[config.mk]
export PLATFORM = sky130hd
export DESIGN_NAME = program_loader_flat
export DESIGN_NICKNAME = d
export VERILOG_FILES = /design/src/rtl/program_loader_pkg.sv /design/src/rtl/program_loader_if.sv /design/src/rtl/program_loader_byte_packer.sv /design/src/rtl/program_loader.sv /design/src/flat_wrapper.sv
export SDC_FILE = /design/constraint.sdc
export NUM_CORES = 1
export LEC_CHECK = 0
export ABC_AREA = 1
export ABC_CLOCK_PERIOD_IN_PS = 2700
export BUFFER_PORTS_ARGS = -buffer_cell sky130_fd_sc_hd__buf_2
export CAP_MARGIN = 10
export CORE_MARGIN = 2
export CORE_UTILIZATION = 54
export DETAILED_ROUTE_END_ITERATION = 10
export HOLD_SLACK_MARGIN = 0.02
export PLACE_DENSITY = 0.85
export SLEW_MARGIN = 25
export SYNTH_ARGS = -nofsm -noshare
export SYNTH_HDL_FRONTEND = slang
export SYNTH_SLANG_ARGS = --single-unit
[constraint.sdc]
create_clock -name clk -period 2.7 [get_ports clk]
set_input_delay 0.135 -clock clk [delete_from_list [all_inputs] [get_ports clk]]
set_output_delay 0.135 -clock clk [all_outputs]
set_load 0.01 [all_outputs]
[src/rtl/program_loader_pkg.sv]
// -----------------------------------------------------------------------------
// program_loader_pkg
// Shared processor-side constants and types used by the boot-time program
// loader and the instruction memory it fills.
//   IMEM_DEPTH     : number of 32-bit words in InstructionMemory
//   LOADER_DEPTH   : default number of words the loader may write
//   loader_state_t : loader FSM encoding (IDLE=0, RECV=1, WRITE=2, DONE=3)
//   word_to_byte_addr() : word index -> byte address (index x 4)
// -----------------------------------------------------------------------------
package program_loader_pkg;

    localparam int IMEM_DEPTH   = 32;
    localparam int LOADER_DEPTH = IMEM_DEPTH;

    typedef enum logic [1:0] {
        ST_IDLE  = 2'd0,
        ST_RECV  = 2'd1,
        ST_WRITE = 2'd2,
        ST_DONE  = 2'd3
    } loader_state_t;

    function automatic logic [31:0] word_to_byte_addr(input logic [29:0] index);
        return {index, 2'b00};
    endfunction

endpackage

[src/rtl/program_loader_if.sv]
// -----------------------------------------------------------------------------
// program_loader_if
// Bundles the loader's control, byte-stream and instruction-memory signals.
//   start, len_words        : load request and requested word count
//   byte_valid, byte_data   : byte source -> loader
//   byte_ready              : loader -> byte source (accept this cycle)
//   imem_we/addr/wdata      : loader -> instruction memory write port
//   cpu_hold, busy, done    : loader status towards the processor / system
// Modports: master = source / system side, slave = the loader itself.
// -----------------------------------------------------------------------------
interface program_loader_if #(
    parameter int LEN_W = 6
);
    logic             start;
    logic [LEN_W-1:0] len_words;
    logic             byte_valid;
    logic [7:0]       byte_data;
    logic             byte_ready;
    logic             imem_we;
    logic [31:0]      imem_addr;
    logic [31:0]      imem_wdata;
    logic             cpu_hold;
    logic             busy;
    logic             done;

    modport master (
        output start, len_words, byte_valid, byte_data,
        input  byte_ready, imem_we, imem_addr, imem_wdata, cpu_hold, busy, done
    );

    modport slave (
        input  start, len_words, byte_valid, byte_data,
        output byte_ready, imem_we, imem_addr, imem_wdata, cpu_hold, busy, done
    );
endinterface

[src/rtl/program_loader_byte_packer.sv]
// -----------------------------------------------------------------------------
// byte_packer
// Assembles four bytes into one little-endian 32-bit word: the first byte
// shifted in ends up in [7:0], the fourth in [31:24].
//   clk, reset : clock, asynchronous active-high reset
//   clear      : synchronous restart (drop any partial word)
//   shift_en   : a byte transfer happens this cycle
//   byte_data  : byte payload
//   word       : assembled word (complete after the fourth shift)
//   last       : this transfer is the fourth byte of the word
// -----------------------------------------------------------------------------
module byte_packer (
    input  logic        clk,
    input  logic        reset,
    input  logic        clear,
    input  logic        shift_en,
    input  logic [7:0]  byte_data,
    output logic [31:0] word,
    output logic        last
);

    logic [1:0] count;

    assign last = shift_en && (count == 2'd3);

    // NOTE: sequential state is updated with non-blocking assignments only, so
    // every register samples the pre-edge value of every other register.
    always_ff @(posedge clk or posedge reset) begin
        if (reset) begin
            word  <= '0;
            count <= '0;
        end else if (clear) begin
            word  <= '0;
            count <= '0;
        end else if (shift_en) begin
            // Shifting right places the oldest byte in the low lane after four
            // transfers; count wraps to 0 on the fourth.
            word  <= {byte_data, word[31:8]};
            count <= count + 2'd1;
        end
    end

endmodule

[src/rtl/program_loader.sv]
// -----------------------------------------------------------------------------
// program_loader
// Receives a program as a byte stream and writes it word by word into the
// instruction memory while holding the processor in reset.
//   clk   : single clock, rising edge
//   reset : asynchronous active-high reset
//   bus   : program_loader_if.slave (start/len_words, byte stream with
//           valid/ready, imem write port, cpu_hold/busy/done)
// Parameters:
//   DEPTH : maximum number of words written; longer requests are clamped
//   LEN_W : width of len_words (must hold 0..DEPTH)
// All outputs decode from the FSM state and registers only.
// -----------------------------------------------------------------------------
module program_loader
    import program_loader_pkg::*;
#(
    parameter int DEPTH = LOADER_DEPTH,
    parameter int LEN_W = 6
) (
    input  logic              clk,
    input  logic              reset,
    program_loader_if.slave   bus
);

    loader_state_t    state;
    loader_state_t    state_next;
    logic [LEN_W-1:0] index;
    logic [LEN_W-1:0] length;
    logic [LEN_W-1:0] clamped_len;

    logic             start_accept;
    logic             xfer;
    logic             word_last;
    logic [31:0]      word;

    logic             byte_ready;
    logic             imem_we;
    logic             busy;
    logic             done;

    assign clamped_len  = (bus.len_words > LEN_W'(DEPTH)) ? LEN_W'(DEPTH) : bus.len_words;
    assign start_accept = (state == ST_IDLE) && bus.start;
    assign xfer         = bus.byte_valid && byte_ready;

    byte_packer u_packer (
        .clk       (clk),
        .reset     (reset),
        .clear     (start_accept),
        .shift_en  (xfer),
        .byte_data (bus.byte_data),
        .word      (word),
        .last      (word_last)
    );

    // State, load length and word index.
    always_ff @(posedge clk or posedge reset) begin
        if (reset) begin
            state  <= ST_IDLE;
            index  <= '0;
            length <= '0;
        end else begin
            state <= state_next;
            if (start_accept) begin
                length <= clamped_len;
                index  <= '0;
            end else if (state == ST_WRITE && state_next == ST_RECV) begin
                index <= index + LEN_W'(1);
            end
        end
    end

    // Next state and state-decoded outputs.
    // NOTE: every signal written here gets a default first, so no path through
    // the case leaves one unassigned and no latch is inferred.
    always_comb begin
        state_next = state;
        byte_ready = 1'b0;
        imem_we    = 1'b0;
        busy       = 1'b0;
        done       = 1'b0;
        case (state)
            ST_IDLE: begin
                if (bus.start) begin
                    state_next = (clamped_len == '0) ? ST_DONE : ST_RECV;
                end
            end
            ST_RECV: begin
                byte_ready = 1'b1;
                busy       = 1'b1;
                if (xfer && word_last) begin
                    state_next = ST_WRITE;
                end
            end
            ST_WRITE: begin
                imem_we    = 1'b1;
                busy       = 1'b1;
                // length >= 1 whenever WRITE is reachable.
                state_next = (index == length - LEN_W'(1)) ? ST_DONE : ST_RECV;
            end
            ST_DONE: begin
                done       = 1'b1;
                state_next = ST_IDLE;
            end
            default: state_next = ST_IDLE;
        endcase
    end

    assign bus.byte_ready = byte_ready;
    assign bus.imem_we    = imem_we;
    assign bus.imem_addr  = word_to_byte_addr(30'(index));
    assign bus.imem_wdata = word;
    assign bus.busy       = busy;
    assign bus.cpu_hold   = busy;
    assign bus.done       = done;

endmodule

[src/flat_wrapper.sv]
// flat-port wrapper written by rule: the top's interface ports become plain ports
module program_loader_flat import program_loader_pkg::*;
#(
    parameter int DEPTH = LOADER_DEPTH,
    parameter int LEN_W = 6
)
  (clk, reset, bus_start, bus_len_words, bus_byte_valid, bus_byte_data, bus_byte_ready, bus_imem_we, bus_imem_addr, bus_imem_wdata, bus_cpu_hold, bus_busy, bus_done);
  program_loader_if #(.LEN_W(LEN_W)) bus_i ();
  input  logic clk;
  input  logic reset;
  input wire logic [$bits(bus_i.start)-1:0] bus_start;
  input wire logic [$bits(bus_i.len_words)-1:0] bus_len_words;
  input wire logic [$bits(bus_i.byte_valid)-1:0] bus_byte_valid;
  input wire logic [$bits(bus_i.byte_data)-1:0] bus_byte_data;
  output wire logic [$bits(bus_i.byte_ready)-1:0] bus_byte_ready;
  output wire logic [$bits(bus_i.imem_we)-1:0] bus_imem_we;
  output wire logic [$bits(bus_i.imem_addr)-1:0] bus_imem_addr;
  output wire logic [$bits(bus_i.imem_wdata)-1:0] bus_imem_wdata;
  output wire logic [$bits(bus_i.cpu_hold)-1:0] bus_cpu_hold;
  output wire logic [$bits(bus_i.busy)-1:0] bus_busy;
  output wire logic [$bits(bus_i.done)-1:0] bus_done;
  assign bus_i.start = bus_start;
  assign bus_i.len_words = bus_len_words;
  assign bus_i.byte_valid = bus_byte_valid;
  assign bus_i.byte_data = bus_byte_data;
  assign bus_byte_ready = bus_i.byte_ready;
  assign bus_imem_we = bus_i.imem_we;
  assign bus_imem_addr = bus_i.imem_addr;
  assign bus_imem_wdata = bus_i.imem_wdata;
  assign bus_cpu_hold = bus_i.cpu_hold;
  assign bus_busy = bus_i.busy;
  assign bus_done = bus_i.done;
  program_loader #(.DEPTH(DEPTH), .LEN_W(LEN_W)) u_core (.clk(clk), .reset(reset), .bus(bus_i));
endmodule
Yosys cells after proc, flatten, opt, wreduce, memory -nomap -nowiden
Cells that the tools add are included.
- bits in registers: 48
- output and inout bits: 69
- $add $sub $neg: 3
- order comparisons: 1
- eq/ne operators: 6
- multiplexer cells: 16
- reduce and logical (&&, ||, !) cells: 10
- operator list (operator ; number):
    32-bit 2-to-1 mux ; 2
    6-bit 2-to-1 mux ; 3
    2-bit 2-to-1 mux ; 6
    2-bit case mux with 4 select lines ; 1
    6-bit by 1-bit adder with 6-bit output, second input constant ; 1
    2-bit equality test, second input constant ; 3
    6-bit equality test ; 1
    6-bit greater-than comparator, second input constant ; 1
    6-bit zero test ; 1
    6-bit by 1-bit subtractor with 6-bit output, second input constant ; 1
    1-bit logical AND ; 5
    2-bit by 1-bit equality test with 1-bit output, second input constant ; 2
    1-bit 2-to-1 mux ; 4
    2-bit nonzero test ; 2
    2-bit by 1-bit adder with 2-bit output, second input constant ; 1
    2-bit zero test ; 1
    2-bit OR reduction ; 1

Logic depth before layout (Yosys ltp)
Gate-level depths: netlist of run 1.
- word-level depth: 11
- depth in mapped cells: 14

Modules after synthesis
From an unflattened synthesis of run 1, not the netlist that was laid out.
- cell total of the unflattened synthesis: 335
- area, all modules: 2747.6 um^2
- by module, submodules not included (module ; instances ; cells each ; area each (um^2) ; sequential area each (um^2)):
    byte_packer ; 1 ; 153 ; 1492.7 ; 850.8
    program_loader ; 1 ; 182 ; 1255.0 ; 350.3

Worst setup path before layout of run 1
No wires, ideal clock.
- path kind: flip-flop to flip-flop
- start: register u_core.state[0]
- end: register u_core.index[0]
- arrival time: 1516 ps
- required time: 2583 ps
- setup slack: 1067 ps
- cell stages (with the launch flop): 14
- path buffers: 0
- clock period less this slack: 1633 ps
- cells stage by stage: dfrtp_1 inv_1 ha_1 inv_1 a21oi_1 nand3_1 nor2_1 nand3_1 nand2_1 nand2_2 nand3_4 nand2_4 nand2_1 nand2_1
- cells in the longest elaborated chain, start to end: 10
- elaborated cells on any way between the ends: 16
- classes of those cells: 4 x eq/ne; 5 x mux; 7 x reduce/logical
- ends and longest elaborated chain (element ; RTL line ; source):
    from (decl) ; program_loader.sv:25 ; loader_state_t state;
    from (signal assigned) ; program_loader.sv:62 ; state <= state_next;
    2-bit by 1-bit equality test with 1-bit output ; program_loader.sv:81 ; case (state)
    1-bit 2-to-1 mux ; program_loader.sv:81 ;
    1-bit logical AND ; program_loader.sv:43 ; assign xfer = bus.byte_valid && byte_ready;
    1-bit logical AND ; program_loader_byte_packer.sv:24 ; assign last = shift_en && (count == 2'd3);
    1-bit logical AND ; program_loader.sv:90 ; if (xfer && word_last) begin
    2-bit 2-to-1 mux ; program_loader.sv:90 ;
    2-bit case mux with 4 select lines ; program_loader.sv:81 ;
    2-bit by 1-bit equality test with 1-bit output ; program_loader.sv:66 ; end else if (state == ST_WRITE && state_next == ST_RECV) begin
    1-bit logical AND ; program_loader.sv:66 ;
    2-bit nonzero test (no line) ; - ;
    to (signal assigned) ; program_loader.sv:67 ; index <= index + LEN_W'(1);
    to (decl) ; program_loader.sv:27 ; logic [LEN_W-1:0] index;
Parallel ways exist; a longest one is shown, timed or not.
A chain may end at the register's enable or synchronous reset.

Worst setup path in the final report of run 1
- start: register u_core.state[1]
- end: register u_core.index[2]
The elaborated chain is that of the path after synthesis.

==> results of run 1 <==
==> per-stage QoR <==
stage	power [W]	setup WS (ps)
2_1_floorplan	0.002275	1067
3_3_place_gp	0.002666	664.9
3_5_place_dp	0.002731	544.0
4_1_cts	0.003240	524.2
5_1_grt	0.003503	261.0
6_report	0.003224	522.9
==> area by class of cell <==
cell class | count | area share (%)
multi-input combinational | 195 | 34.59
inverter | 45 | 5.939
sequential | 48 | 41.92
timing repair buffer | 64 | 11.53
clock inverter | 2 | 1.223
clock buffer | 6 | 2.533
tap | 52 | 2.271
==> worst register-to-register path, delay by kind of cell (launching register included) <==
kind	cells	cell delay, ps
flops	1	420
simple gates	9	890
fa+ha+maj	1	230
buf+inv	3	530
==> where the power goes <==
part,switching (W),internal (W)
logic,0.000920,0.000569
registers,0.000226,0.00100
clock network,0.000234,0.000275
==> cells in the mapped netlist (2+ instances only) <==
cell type | instances | share of area, %
ha_1 | 8 | 4.0
xor2_1 | 2 | 0.70
o21ai_0 | 22 | 4.4
inv_1 | 41 | 6.1
nand2_1 | 51 | 7.6
nor3_1 | 5 | 0.99
xnor2_1 | 2 | 0.70
inv_2 | 4 | 0.60
buf_4 | 28 | 8.4
nand2_2 | 2 | 0.50
clkbuf_1 | 4 | 0.60
a21oi_1 | 2 | 0.40
nand3_1 | 32 | 6.4
o22ai_1 | 16 | 4.0
nor2_1 | 17 | 2.5
dfrtp_1 | 48 | 48
buf_2 | 4 | 0.80
==> routing by layer <==
layer	GRT usage (%)	share of wire [%]
met1	27.27	42
met2	34.76	50
met3	5.833	6.1
met4	8.386	1.7
met5	0	0
==> cells by family (layout without fill, tap and decap cells) <==
kind of cell,after synthesis,after routing
simple gates,114,114
buf+inv,82,117
fa+ha+maj,8,8
other cells,1,26
flops,48,48
compound gates,43,43
xor+xnor,4,4
==> registers in the layout (all words and copies together) (netlist names) <==
name,cells
u_core.u_packer.count,2
u_core.index,6
u_core.state,2
u_core.u_packer.word,32
u_core.length,6
==> final timing paths <==
check | endpoint | slack [ps] | cells after the start
max in group asynchronous | u_core.u_packer.word[8]$_DFFE_PP0P_ | 2250 | 2
worst min register to register | u_core.u_packer.count[0]$_DFFE_PP0P_ | 510 | 1
worst min-delay path | u_core.index[1]$_DFFE_PP0P_ | -50 | 2
worst max register to register | u_core.index[2]$_DFFE_PP0P_ | 520 | 13
worst max-delay path | u_core.index[2]$_DFFE_PP0P_ | 520 | 13
min in group clk | u_core.length[2]$_DFFE_PP0P_ | 60 | 3
==> impl_metrics.py, run 1 <==
metrics = {
    "synthesis": {
        "yosysWarnings": 0,
        "avgSynthCellArea_um2": 8.387,
        "synth_simple_gate_area_share_pct": 20.59,
        "synthAdderAreaFrac_pct": 3.978,
        "syn_inst": 300,
        "synth_xor_area_share_pct": 1.392,
        "yosysUniqueCellTypes": 29,
        "ys_async_sr_fraction_pct": 100.0,
        "synthesis.area_um2": 2516,
        "yosysSeqAreaShare_pct": 47.74,
        "muxShareOfSynthArea_pct": 0,
        "synth_edf_count": 0,
        "ys_ff_latch": 48,
        "synth_top_family_by_area": "simple AND/OR/NAND/NOR gates",
        "synthFlopType": "dfrtp_1",
        "synth_compound_area_share_pct": 9.547,
    },
    "sta": {
        "tightest_slew_ps": 814.8,
        "skew_ps": 6.203,
        "slew_headroom_pct": 45.68,
        "rsz0062_at_grt": "false",
        "drv_slew": 0,
        "finalCriticalPeriod_ps": 2177,
        "setup_viol": 0,
        "hold_viol_final": 48,
        "finalSetupTns_ps": 0,
        "holdWs_ps": -46.78,
        "fmax_ghz": 0.4593,
        "period_share_pct": 80.63,
    },
    "setup_path": {
        "crit_start": "u_core.state[1]$_DFF_PP0_",
        "slowest_delay_ps": 420,
        "crit_path_max_fanout": 12,
        "cp-end-kind": "flip-flop",
        "reg2reg_from": "u_core.state[1]$_DFF_PP0_",
        "start_kind": "flip-flop",
        "critPathTopFamily": "simple AND/OR/NAND/NOR gates",
        "cp.arrival_ps": 2370,
        "critPathBufInv": 3,
        "crit_path_frequent_cell": "nand2_1",
        "critPathKind": "flip-flop to flip-flop",
        "crit_required_ps": 2890,
        "slowest_stage": "dfrtp_1",
        "crit_chain": "inv_1 > ha_1 > nand2_1 > inv_1 > nand2_1 > nand2_1 > inv_1 > nand2_1 > nand2_2 > nand3_4 > nand2_4 > nand2_1 > nand2_1",
    },
    "floorplanning": {
        "die_area_um2": 5222,
        "rows": 24,
        "die_h_um": 72.26,
        "io_pins": 87,
        "core_region_area_um2": 4414,
        "initial_core_util_pct": 57.00,
        "dieWidth_um": 72.26,
    },
    "grt": {
        "grt_pass1_wl_um": 8631,
        "gr-total-overflow": 0,
        "antenna_found_initial": 0,
        "grt_use_total_pct": 21.39,
        "grt_max_degree": 49,
        "grt_pass1_vias": 1928,
    },
    "cells_and_area": {
        "final_cell_mix": "buf_2, nand2_1, dfrtp_1, inv_1, nand3_1",
        "area_growth_pct": 13.87,
        "drive_gt1_share_pct": 23.06,
        "antenna_cells": 0,
        "fillers": 365,
        "seqCellArea_um2": 1201,
        "final_cells": 412,
        "utilization_pct": 64.91,
        "multi_input_area_um2": 991.0,
        "final_common_cell": "buf_2",
        "nets": 385,
        "fin_area_um2": 2865,
    },
    "power_and_ir_drop": {
        "cellLeakagePower_nw": 1.587,
        "peakVddDrop_mv": 0.6046,
        "p_per_area_nw_per_um2": 1125,
    },
    "place": {
        "portBuffers": 60,
        "gp_congestion": 0.8632,
        "dp.cells": 404,
        "dp_hpwl_um": 3920,
        "place_area_um2": 2756,
    },
    "outcome": {
        "violations": "hold timing",
        "run_status": "finished, violations left",
    },
    "routing": {
        "drcViolationCount": 0,
        "wl_um": 5188,
        "vias": 2029,
        "first_pass_iters": 4,
        "first_iter_violations": 172,
        "ant_nets": 0,
        "wire_per_inst_um": 12.59,
        "vias_per_cell": 4.925,
    },
    "clock_network": {
        "cts_tree": "built",
        "htreeDepth": 2,
        "clock_sinks": 48,
        "cts_buffers": 5,
        "path_clk_slew_ps": 80,
        "cts_hold_buf": 0,
        "ctsResizeCount": 0,
        "cts_buffer_depth": 2,
        "cts_setup_buffers": 0,
        "insertion_delay_ps": 300,
        "root_buffer": "clkbuf_8",
    },
    "hold_path": {
        "hold_class": "input pin to async pin",
    },
    "run": {
        "maxCapViolCount": 0,
    },
}
Power figures use the tool's default switching activity.
==> inputs of run 2 (changes only) <==
ABC_AREA = 0   (was 1)
ABC_CLOCK_PERIOD_IN_PS = 2200   (was 2700)
CORE_UTILIZATION = 50   (was 54)
PLACE_DENSITY = 0.8   (was 0.85)
clock period = 2.2 ns   (was 2.7 ns; I/O delays follow)
==> run 2 against run 1 <==
The run now ends clean. Synthesized cell count down 7.0%. Register-to-register slack worse by 440 ps. Design area up 4.7%. Total power up 8.7%. Clock skew up 1.2 ps. Critical path type unchanged. Largest power group unchanged.
==> impl_metrics.py, run 2 <==
metrics = {
    "setup_path": {
        "critPathBufInv": 2,
        "critPathTopFamily": "compound AO/OA/AOI/OAI gates",
        "slowest_stage": "dfrtp_1",
        "start_kind": "flip-flop",
        "crit_chain": "inv_2 > ha_4 > o21ba_4 > a221oi_2 > o32ai_2 > buf_4 > a32oi_4 > mux2i_1 > nor2_1",
        "slowest_delay_ps": 390,
        "r2r_slack_ps": 80,
        "critPathKind": "flip-flop to flip-flop",
        "crit_path_max_fanout": 5,
        "cp.arrival_ps": 2280,
        "cp-end-kind": "flip-flop",
        "crit_required_ps": 2360,
    },
    "cells_and_area": {
        "drive_gt1_share_pct": 28.78,
        "largest-register": "u_core.u_packer.word",
        "final_common_cell": "nand2_1",
        "fin_area_um2": 3000,
        "area_growth_pct": 20.50,
        "multi_input_area_um2": 1206,
        "largest_register_ffs": 32,
        "nets": 370,
        "seqCellArea_um2": 1201,
        "final_cell_mix": "nand2_1, buf_2, dfrtp_1, a21oi_1, conb_1",
        "fillers": 427,
        "antenna_cells": 0,
        "largestRegisters": "u_core.u_packer.word (32), u_core.index (6), u_core.length (6)",
        "utilization_pct": 63.11,
    },
    "place": {
        "dp_hpwl_um": 3671,
        "portBuffers": 60,
        "place_area_um2": 2780,
        "gp_congestion": 0.8695,
    },
    "sta": {
        "finalCriticalPeriod_ps": 2120,
        "slew_headroom_pct": 55.91,
        "drv_slew": 0,
        "fmax_ghz": 0.4718,
        "period_share_pct": 96.34,
        "tightest_slew_ps": 660.5,
        "skew_ps": 7.427,
        "hold_viol_final": 0,
        "setup_viol": 0,
        "rsz0062_at_grt": "false",
    },
    "synthesis": {
        "synthFlopType": "dfrtp_1",
        "yosysSeqAreaShare_pct": 48.24,
        "synthTopCellsByArea": "dfrtp_1, nand2_1, a21oi_1",
        "syn_inst": 279,
        "synth_edf_count": 0,
        "synth_top_cell_area_share_pct": 48.24,
        "synth.largest_area_cell": "dfrtp_1",
        "avgSynthCellArea_um2": 8.924,
        "ys_top_cells_by_count": "nand2_1, dfrtp_1, a21oi_1, buf_4, clkbuf_1",
        "yosysMostFrequentCell": "nand2_1",
        "yosysWarnings": 0,
        "synthesis.area_um2": 2490,
        "yosysUniqueCellTypes": 32,
        "ys_async_sr_fraction_pct": 100.0,
        "ys_ff_latch": 48,
    },
    "grt": {
        "grt_pass1_vias": 1870,
        "antenna_found_initial": 0,
        "grt_use_total_pct": 19.56,
        "grt_pass1_wl_um": 8404,
        "gr-total-overflow": 0,
        "grt_max_degree": 35,
    },
    "power_and_ir_drop": {
        "p_seq_share_pct": 38.5,
        "power.net_switching_w": 0.001442,
        "pwr-share-comb_pct": 47.3,
        "clkPwrFrac_pct": 14.2,
        "p_int_w": 0.002061,
        "cellLeakagePower_nw": 1.508,
        "switching_share_pct": 41.17,
        "p_per_area_nw_per_um2": 1168,
        "peakVddDrop_mv": 0.5155,
    },
    "clock_network": {
        "root_buffer": "clkbuf_8",
        "path_clk_slew_ps": 80,
        "htreeDepth": 2,
        "cts_buffers": 5,
        "cts_tree": "built",
        "insertion_delay_ps": 300,
        "cts_buffer_depth": 2,
        "clock_sinks": 48,
    },
    "floorplanning": {
        "die_h_um": 74.57,
        "initial_core_util_pct": 52.37,
        "io_pins": 87,
        "dieWidth_um": 74.57,
        "rows": 25,
        "die_area_um2": 5560,
        "core_region_area_um2": 4755,
    },
    "routing": {
        "first_iter_violations": 159,
        "vias": 2057,
        "ant_nets": 0,
        "wl_um": 5450,
        "drcViolationCount": 0,
        "first_pass_iters": 4,
        "wire_per_inst_um": 13.26,
        "vias_per_cell": 5.005,
    },
    "outcome": {
        "run_status": "completed",
    },
    "hold_path": {
        "hold_class": "input pin to flip-flop",
    },
    "run": {
        "maxCapViolCount": 0,
    },
}
[run 2: changes by cell type in the layout (fill, tap and decap cells not counted), sizes merged, moves of 4 or more]
cell	delta
or3	+4
a21oi	+38
nand3b	+5
inv	-38
nand2	+26
nand3	-31
o21ai	-16
buf	+7
o22ai	-16
nor2	-10
[run 2: final cells by class]
cell class	instances	share of cell area (%)
Multi-Input combinational cell	211	40.20
Sequential cell	48	40.03
Timing Repair Buffer	72	13.51
Tap cell	67	2.794
Clock buffer	5	2.294
Inverter	6	0.7506
Clock inverter	2	0.4170
[run 2: kinds of logic (layout without fill, tap and decap cells)]
group / Yosys count / after routing / synth area share, %
XOR/XNOR: 9 / 9 / 3.166
AND/OR/NAND/NOR: 110 / 110 / 19.45
multiplexers: 2 / 2 / 0.8041
buffers and inverters: 46 / 85 / 11.05
AO/OA/AOI/OAI: 55 / 56 / 13.12
flip-flops: 48 / 48 / 48.24
adder cells (fa/ha/maj): 8 / 8 / 4.020
other: 1 / 26 / 0.1506
[run 2: tightest hold or removal path: stages]
cell and delay, ps:
buf_2 90, nand2_1 40, a21oi_1 50
[run 2: stage by stage]
step                      hold WS, ps  TNS, ps  total power, W  setup WS [ps]  cells
after detailed placement        241.6   -12.73        0.002775         -12.73    398
final                           40.45        0        0.003504          80.42    411
after global routing            36.62        0        0.003754          1.445    411
after CTS                       33.15        0        0.003279          16.81    406
after floorplan                 215.4        0        0.002341          152.3    304
after global placement          230.2        0        0.002720          97.56    398
[run 2: final timing paths]
path,startpoint,endpoint,depth (start not counted)
worst min-delay path,bus_byte_data[3],u_core.u_packer.word[27]$_DFFE_PP0P_,3
worst min register to register,u_core.length[5]$_DFFE_PP0P_,u_core.length[5]$_DFFE_PP0P_,2
max in group asynchronous,reset,u_core.u_packer.word[17]$_DFFE_PP0P_,4
worst max register to register,u_core.length[1]$_DFFE_PP0P_,u_core.index[1]$_DFFE_PP0P_,9
min in group asynchronous,reset,u_core.u_packer.word[8]$_DFFE_PP0P_,3
worst max-delay path,u_core.length[1]$_DFFE_PP0P_,u_core.index[1]$_DFFE_PP0P_,9
[run 2: power groups by stage]
stage | registers, W | clock network (W) | logic, W
finish | 0.00135 | 0.000496 | 0.00166
global route | 0.00138 | 0.000536 | 0.00184
CTS | 0.00134 | 0.000506 | 0.00143
detailed placement | 0.00135 | 0 | 0.00142
global placement | 0.00134 | 0 | 0.00138
floorplan | 0.00139 | 0 | 0.000947
[run 2: layer usage]
metal	routed length, um	global-route usage [%]
met1	2364	25.22
met5	0	0
met4	65	7.341
met2	2704	32.45
met3	316	4.201
[run 2: repair_timing]
action,CTS,global route
cloned,0,1
pin swaps,1,4
hold buffers,1,0
resized for setup,0,19
endpoints found under the hold margin,29,0
buffers inserted,0,4
setup endpoints to repair,4,6
